--- config.mk ---
export PLATFORM = sky130hd
export DESIGN_NAME = coin_sequencer_flat
export DESIGN_NICKNAME = d
export VERILOG_FILES = /design/src/rtl/coin_seq_pkg.sv /design/src/rtl/coin_sequencer_if.sv /design/src/rtl/coin_fifo.sv /design/src/rtl/coin_sequencer.sv /design/src/flat_wrapper.sv
export SDC_FILE = /design/constraint.sdc
export NUM_CORES = 1
export LEC_CHECK = 0
export BUFFER_PORTS_ARGS = -buffer_cell sky130_fd_sc_hd__buf_2
export CAP_MARGIN = 20
export CORE_ASPECT_RATIO = 1.75
export CORE_MARGIN = 1
export CORE_UTILIZATION = 55
export CTS_CLUSTER_SIZE = 10
export DETAILED_ROUTE_END_ITERATION = 8
export PLACE_DENSITY_LB_ADDON = 0.08
export REMOVE_ABC_BUFFERS = 1
export SYNTH_ARGS = -nofsm -noshare
export SYNTH_HDL_FRONTEND = slang
export SYNTH_SLANG_ARGS = --single-unit
--- constraint.sdc ---
create_clock -name clk -period 6.9 [get_ports clk]
set_input_delay 1.035 -clock clk [delete_from_list [all_inputs] [get_ports clk]]
set_output_delay 1.035 -clock clk [all_outputs]
set_load 0.1 [all_outputs]
--- src/rtl/coin_seq_pkg.sv ---
// Shared types for the coin sequencer: FSM state encoding, coin codes and
// the slot-to-coin mapping used when coins are written into the FIFO.
package coin_seq_pkg;

  typedef enum logic [1:0] {
    IDLE  = 2'd0,
    ISSUE = 2'd1,
    CHECK = 2'd2,
    HOLD  = 2'd3
  } state_e;

  typedef enum logic [1:0] {
    COIN_NONE = 2'd0,
    COIN_ONE  = 2'd1,
    COIN_TWO  = 2'd2,
    COIN_FIVE = 2'd3
  } coin_e;

  localparam int NUM_SLOTS = 3;

  // Slot 0 is the $1 sensor, slot 1 the $2, slot 2 the $5.
  function automatic coin_e slot_coin(input int unsigned slot);
    case (slot)
      0:       return COIN_ONE;
      1:       return COIN_TWO;
      2:       return COIN_FIVE;
      default: return COIN_NONE;
    endcase
  endfunction

endpackage

--- src/rtl/coin_sequencer_if.sv ---
// Coin sensor / vending FSM signal bundle for the coin sequencer.
// The slave modport is the sequencer side; master is the environment side.
interface coin_sequencer_if #(
  parameter int DEPTH = 8
);
  logic                     coin_one_in;
  logic                     coin_two_in;
  logic                     coin_five_in;
  logic                     vm_d;
  logic                     one;
  logic                     two;
  logic                     five;
  logic [2:0]               coin_reject;
  logic                     busy;
  logic [$clog2(DEPTH):0]   fifo_count;

  modport master (
    output coin_one_in, coin_two_in, coin_five_in, vm_d,
    input  one, two, five, coin_reject, busy, fifo_count
  );

  modport slave (
    input  coin_one_in, coin_two_in, coin_five_in, vm_d,
    output one, two, five, coin_reject, busy, fifo_count
  );

endinterface

--- src/rtl/coin_fifo.sv ---
// Coin FIFO: up to three pushes (slot order one, two, five) and one pop per
// cycle. Free space is taken before the same-cycle pop; excess coins drop.
module coin_fifo
  import coin_seq_pkg::*;
#(
  parameter int DEPTH = 8
) (
  input  logic                   clk,
  input  logic                   reset,
  input  logic [2:0]             push_req,
  input  logic                   pop,
  output coin_e                  head,
  output logic [$clog2(DEPTH):0] count,
  output logic                   empty,
  output logic [2:0]             drop
);

  localparam int PW = $clog2(DEPTH);
  localparam int CW = PW + 1;

  coin_e          mem [DEPTH];
  logic [PW-1:0]  wr_ptr;
  logic [PW-1:0]  rd_ptr;
  logic [CW-1:0]  count_q;
  logic [CW-1:0]  free;
  logic [CW-1:0]  n_acc;
  logic [2:0]     accept;
  logic [PW-1:0]  wr_idx [NUM_SLOTS];
  logic           pop_ok;

  // NOTE: blocking '=' is correct here: n_acc is a running sum that each
  // loop iteration must see updated, and every output gets a default first.
  always_comb begin
    free   = CW'(DEPTH) - count_q;
    n_acc  = '0;
    accept = '0;
    for (int i = 0; i < NUM_SLOTS; i++) begin
      wr_idx[i] = wr_ptr + n_acc[PW-1:0];
      if (push_req[i] && (n_acc < free)) begin
        accept[i] = 1'b1;
        n_acc     = n_acc + CW'(1);
      end
    end
  end

  assign drop   = push_req & ~accept;
  assign empty  = (count_q == '0);
  assign pop_ok = pop && !empty;
  assign head   = mem[rd_ptr];
  assign count  = count_q;

  // NOTE: storage is deliberately not reset; clearing the pointers and count
  // makes old contents unreachable, and a reset-free array maps to plain RAM.
  always_ff @(posedge clk) begin
    for (int i = 0; i < NUM_SLOTS; i++) begin
      if (accept[i]) mem[wr_idx[i]] <= slot_coin(i);
    end
  end

  // NOTE: sequential state uses non-blocking '<=' so every register samples
  // pre-edge values regardless of statement order.
  always_ff @(posedge clk) begin
    if (reset) begin
      wr_ptr  <= '0;
      rd_ptr  <= '0;
      count_q <= '0;
    end else begin
      wr_ptr  <= wr_ptr + n_acc[PW-1:0];
      rd_ptr  <= rd_ptr + PW'(pop_ok);
      count_q <= count_q + n_acc - CW'(pop_ok);
    end
  end

endmodule

--- src/rtl/coin_sequencer.sv ---
// Coin sequencer: queues slot pulses and issues one-hot coin strobes to the
// vending FSM, pausing GAP cycles after a dispense. Optional COIN_SEQ_STATS_EN.
module coin_sequencer
  import coin_seq_pkg::*;
#(
  parameter int DEPTH = 8,
  parameter int GAP   = 2
) (
  input  logic               clk,
  input  logic               reset,
  coin_sequencer_if.slave    bus
`ifdef COIN_SEQ_STATS_EN
  ,
  output logic [7:0]         coin_total
`endif
);

  localparam int GAP_EFF = (GAP < 1) ? 1 : GAP;
  localparam int GW      = $clog2(GAP_EFF + 1);

  state_e                 state;
  logic [GW-1:0]          gap_cnt;
  coin_e                  head;
  logic                   fifo_empty;
  logic [2:0]             drop;
  logic [$clog2(DEPTH):0] count;
  logic                   issue_next;

  coin_fifo #(.DEPTH(DEPTH)) u_fifo (
    .clk      (clk),
    .reset    (reset),
    .push_req ({bus.coin_five_in, bus.coin_two_in, bus.coin_one_in}),
    .pop      (state == ISSUE),
    .head     (head),
    .count    (count),
    .empty    (fifo_empty),
    .drop     (drop)
  );

  assign bus.fifo_count = count;
  assign bus.busy       = (state != IDLE) || !fifo_empty;

  // Strobes are registered, so the coin is chosen one cycle ahead from the head.
  assign issue_next = !fifo_empty &&
                      ((state == IDLE) || ((state == CHECK) && !bus.vm_d));

  always_ff @(posedge clk) begin
    if (reset) begin
      state           <= IDLE;
      gap_cnt         <= '0;
      bus.one         <= 1'b0;
      bus.two         <= 1'b0;
      bus.five        <= 1'b0;
      bus.coin_reject <= 3'b000;
    end else begin
      bus.one         <= issue_next && (head == COIN_ONE);
      bus.two         <= issue_next && (head == COIN_TWO);
      bus.five        <= issue_next && (head == COIN_FIVE);
      bus.coin_reject <= drop;
      unique case (state)
        IDLE: begin
          if (issue_next) state <= ISSUE;
        end
        ISSUE: begin
          state <= CHECK;
        end
        CHECK: begin
          if (bus.vm_d) begin
            state   <= HOLD;
            gap_cnt <= GW'(GAP_EFF);
          end else if (issue_next) begin
            state <= ISSUE;
          end else begin
            state <= IDLE;
          end
        end
        HOLD: begin
          gap_cnt <= (gap_cnt != '0) ? gap_cnt - GW'(1) : '0;
          if (gap_cnt <= GW'(1)) state <= IDLE;
        end
        default: state <= IDLE;
      endcase
    end
  end

`ifdef COIN_SEQ_STATS_EN
  always_ff @(posedge clk) begin
    if (reset) begin
      coin_total <= 8'd0;
    end else if ((state == ISSUE) && (coin_total != 8'hFF)) begin
      coin_total <= coin_total + 8'd1;
    end
  end
`endif

endmodule

--- src/flat_wrapper.sv ---
// flat-port wrapper written by rule: the top's interface ports become plain ports
module coin_sequencer_flat import coin_seq_pkg::*;
#(
  parameter int DEPTH = 8,
  parameter int GAP   = 2
)
  (clk, reset, bus_coin_one_in, bus_coin_two_in, bus_coin_five_in, bus_vm_d, bus_one, bus_two, bus_five, bus_coin_reject, bus_busy, bus_fifo_count);
  coin_sequencer_if #(.DEPTH(DEPTH)) bus_i ();
  input  logic clk;
  input  logic reset;
  input wire logic [$bits(bus_i.coin_one_in)-1:0] bus_coin_one_in;
  input wire logic [$bits(bus_i.coin_two_in)-1:0] bus_coin_two_in;
  input wire logic [$bits(bus_i.coin_five_in)-1:0] bus_coin_five_in;
  input wire logic [$bits(bus_i.vm_d)-1:0] bus_vm_d;
  output wire logic [$bits(bus_i.one)-1:0] bus_one;
  output wire logic [$bits(bus_i.two)-1:0] bus_two;
  output wire logic [$bits(bus_i.five)-1:0] bus_five;
  output wire logic [$bits(bus_i.coin_reject)-1:0] bus_coin_reject;
  output wire logic [$bits(bus_i.busy)-1:0] bus_busy;
  output wire logic [$bits(bus_i.fifo_count)-1:0] bus_fifo_count;
  assign bus_i.coin_one_in = bus_coin_one_in;
  assign bus_i.coin_two_in = bus_coin_two_in;
  assign bus_i.coin_five_in = bus_coin_five_in;
  assign bus_i.vm_d = bus_vm_d;
  assign bus_one = bus_i.one;
  assign bus_two = bus_i.two;
  assign bus_five = bus_i.five;
  assign bus_coin_reject = bus_i.coin_reject;
  assign bus_busy = bus_i.busy;
  assign bus_fifo_count = bus_i.fifo_count;
  coin_sequencer #(.DEPTH(DEPTH), .GAP(GAP)) u_core (.clk(clk), .reset(reset), .bus(bus_i));
endmodule
==> results_dict.tcl <==
set metrics [dict create \
    min_period_ps 4351 \
    area_growth_pct 9.653 \
    ys_seq_area_share_pct 33.90 \
    worstSetupStartpointType "flop" \
    timing.rr.end "u_core.u_fifo.count[3]$_SDFF_PP0_" \
    setup_tns_ps 0 \
    crit_buf_inv 3 \
    wl_mm 4.653 \
    hold_buffers 0 \
    rows 29 \
    grt_use_total_pct 25.58 \
    r2r_start "u_core.u_fifo.count[0]$_SDFF_PP0_" \
    rsz0062_at_grt "no" \
    end_kind "flop" \
    routedWlPerCell_um 16.10 \
    fillers 320 \
    cts.path.max_buffers 2 \
    status "completed" \
    cp.required_ps 7070 \
    ys_ff_latch 36 \
    diodes 0 \
    min_to "u_core.gap_cnt[0]$_SDFFE_PP0P_" \
    cts-resized-gates 0 \
    grt_pass1_vias 1690 \
    syn_area_sq_um 2126 \
    seqCellArea_sq_um 720.7 \
    synth_warnings 0 \
    ff2ff_path_depth 19 \
    async_reset_ff_share_pct 0 \
    initial_utilization_pct 58.01 \
    wl_met3_um 126 \
    max_stage_delay_ps 540 \
    drc 0 \
    finalCritPeriodShare_pct 63.06 \
    numCtsBuffers 5 \
    multi_input_area_sq_um 1314 \
    crit_top_cell "ha_1" \
    cts_tree "yes" \
    slew_headroom_pct 66.99 \
    wl_met2_mm 2.486 \
    portBuffers 16 \
    insertion_delay_ps 290 \
    r2r_slack_ps 2550 \
    path_cells "inv_1 > ha_1 > nand3b_1 > o31a_1 > o21a_2 > inv_1 > ha_1 > nand2b_1 > a21oi_1 > o21a_1 > o21ai_4 > mux2_2 > ha_1 > inv_1 > ha_1 > a21o_1 > a21oi_1 > xnor2_1 > nor2_1" \
    drive_gt1_share_pct 17.28 \
    htreeDepth 2 \
    ys.flop_type "dfxtp_1" \
    worstHoldPathCells 2 \
    tightest_slew_ps 492.2 \
    hp-class "reg2reg" \
    skew_ps 4.907 \
    clock-sinks 36 \
    wl_met1_mm 1.796 \
    setup_viol 0 \
    cp_max_fo 9 \
    synth.distinct_cells 48 \
    maxSlewViolCount 0 \
    grt_max_degree 19 \
    syn_area_per_cell_sq_um 9.490 \
    fp.dieH_um 84.24 \
    grt_pass1_wl_mm 7.900 \
    fp.dieArea_sq_um 4127 \
    cts_setup_buffers 0 \
    initialDrtViolationCount 49 \
    num_io_pins 17 \
    viasPerCell 5.913 \
    hpwlAfterDp_mm 3.675 \
    dr.max_layer_used "met4" \
    cts.clk_slew.worst_paths_ps 80 \
    min_from "u_core.gap_cnt[0]$_SDFFE_PP0P_" \
    antenna_found_initial 0 \
    syn_inst 224 \
    max_cap_violations 0 \
    root_buffer "clkbuf_8" \
    grt_overflow 0 \
    fin_nets 268 \
    ant_nets 0 \
    cp_slowest_cell "dfxtp_1" \
    vias 1709 \
    synth-edff-count 0 \
    coreArea_sq_um 3665 \
    crit_type "reg2reg" \
    routabilityCongestion 0.8496 \
    fmax_mhz 229.8 \
    finalHoldViolCount 0 \
    crit_family "compound AO/OA/AOI/OAI gates" \
    die_w_um 49.00 \
    cp_data_arrival_time_ps 4520 \
    dr.pass1.iters 4 \
]
==> synth_stat cells, types with 2 or more instances <==
library cell	instances	area (sq um)
o31ai_1	2	15.01
a21oi_1	7	35.03
nand3_1	8	40.04
clkbuf_1	3	11.26
mux4_2	4	90.09
and2_1	2	12.51
nor3_1	3	15.01
ha_1	18	225.2
a21o_1	3	22.52
dfxtp_1	36	720.7
fa_1	2	40.04
mux2_2	2	22.52
o21ai_0	9	45.04
mux2i_1	2	20.02
xnor2_1	7	61.31
o21a_1	2	15.01
o2bb2ai_1	7	61.31
o22ai_1	2	12.51
inv_1	19	71.32
o21bai_1	7	52.55
o211ai_2	2	25.02
nor2_1	14	52.55
nand2_1	12	45.04
and3_1	3	18.77
a211oi_1	3	22.52
o211ai_1	8	60.06
nor2b_1	6	37.54
xor2_1	4	35.03
nand3b_1	3	22.52
o21ai_2	2	17.52
nand2b_1	5	31.28
==> routing by layer <==
layer	global-route usage [%]	up-vias
met4	16.31	0
met5	0	-
met3	4.348	15
met2	46.72	44
li1	-	842
met1	26.08	808
==> worst max-delay path by stage <==
stage                                            startpoint                           endpoint  slack (ps)  depth (start not counted)
after floorplan           u_core.u_fifo.count[0]$_SDFF_PP0_  u_core.u_fifo.count[3]$_SDFF_PP0_        2230                         19
after global placement                      bus_coin_one_in  u_core.u_fifo.count[3]$_SDFF_PP0_        2670                         17
after detailed placement                    bus_coin_one_in  u_core.u_fifo.count[3]$_SDFF_PP0_        2540                         17
after CTS                 u_core.u_fifo.count[0]$_SDFF_PP0_  u_core.u_fifo.count[3]$_SDFF_PP0_        2530                         19
after global routing      u_core.u_fifo.count[0]$_SDFF_PP0_  u_core.u_fifo.count[3]$_SDFF_PP0_        2310                         19
final                     u_core.u_fifo.count[0]$_SDFF_PP0_  u_core.u_fifo.count[3]$_SDFF_PP0_        2550                         19
==> cells by family after synthesis <==
group                      count (synthesis)  synth area share (%)
and+or+nand+nor                           62                 15.36
buffers and inverters                     24                 4.296
adders and majority gates                 20                 12.48
muxes                                      9                 6.769
xor gates and xnor gates                  11                 4.532
AOI/OAI and AO/OA                         62                 22.66
DFF                                       36                 33.90
==> cell usage in the layout (no fill, tap or decap), drive strengths merged, types with 4 or more instances in the layout <==
master / netlist / routed
dfxtp: 36 / 36
inv: 19 / 19
ha: 18 / 18
buf: 2 / 16
nor2: 14 / 14
nand2: 12 / 12
o21ai: 12 / 12
o211ai: 10 / 10
nand3: 8 / 8
a21oi: 8 / 8
xnor2: 7 / 7
o21bai: 7 / 7
o2bb2ai: 7 / 7
nor2b: 6 / 6
nand2b: 5 / 5
clkbuf: 3 / 5
xor2: 4 / 4
mux4: 4 / 4
==> cell type report <==
class / count / share of cell area, %
well taps: 46 / 2.469
clock inverters: 3 / 0.8052
multi-input cells: 164 / 56.36
clock buffers: 5 / 2.952
flip-flops and latches: 36 / 30.92
repair buffers: 16 / 3.435
inverters: 19 / 3.060
==> worst register-to-register path, cell delays in order, from the launching register on <==
cell and delay, ps:
dfxtp_1 540, inv_1 130, ha_1 260, nand3b_1 200
o31a_1 230, o21a_2 220, inv_1 60, ha_1 370
nand2b_1 160, a21oi_1 80, o21a_1 220, o21ai_4 200
mux2_2 370, ha_1 330, inv_1 60, ha_1 280
a21o_1 160, a21oi_1 170, xnor2_1 140, nor2_1 50
==> stage by stage <==
step	setup WS [ps]	util [%]	hold WS [ps]	std cells	instance area, sq um
global route	2305	63.61	510.5	289	2331
finish	2549	63.61	466.3	289	2331
detailed placement	2540	61.22	458.5	281	2243
floorplan	2230	-	430.4	219	2106
global placement	2671	61.22	445.0	281	2243
CTS	2530	63.61	469.2	289	2331
==> registers in the layout (all words and copies together), names as in the netlist <==
| register | cells |
|---|---|
| u_core.bus.coin_reject | 3 |
| u_core.bus.five | 1 |
| u_core.bus.one | 1 |
| u_core.bus.two | 1 |
| u_core.gap_cnt | 2 |
| u_core.state | 2 |
| u_core.u_fifo.count | 4 |
| u_core.u_fifo.mem | 16 |
| u_core.u_fifo.rd_ptr | 3 |
| u_core.u_fifo.wr_ptr | 3 |
Power is left out: the tool's default activity adds up to more than one toggle a clock period on the data nets, which glitch-free logic cannot reach.
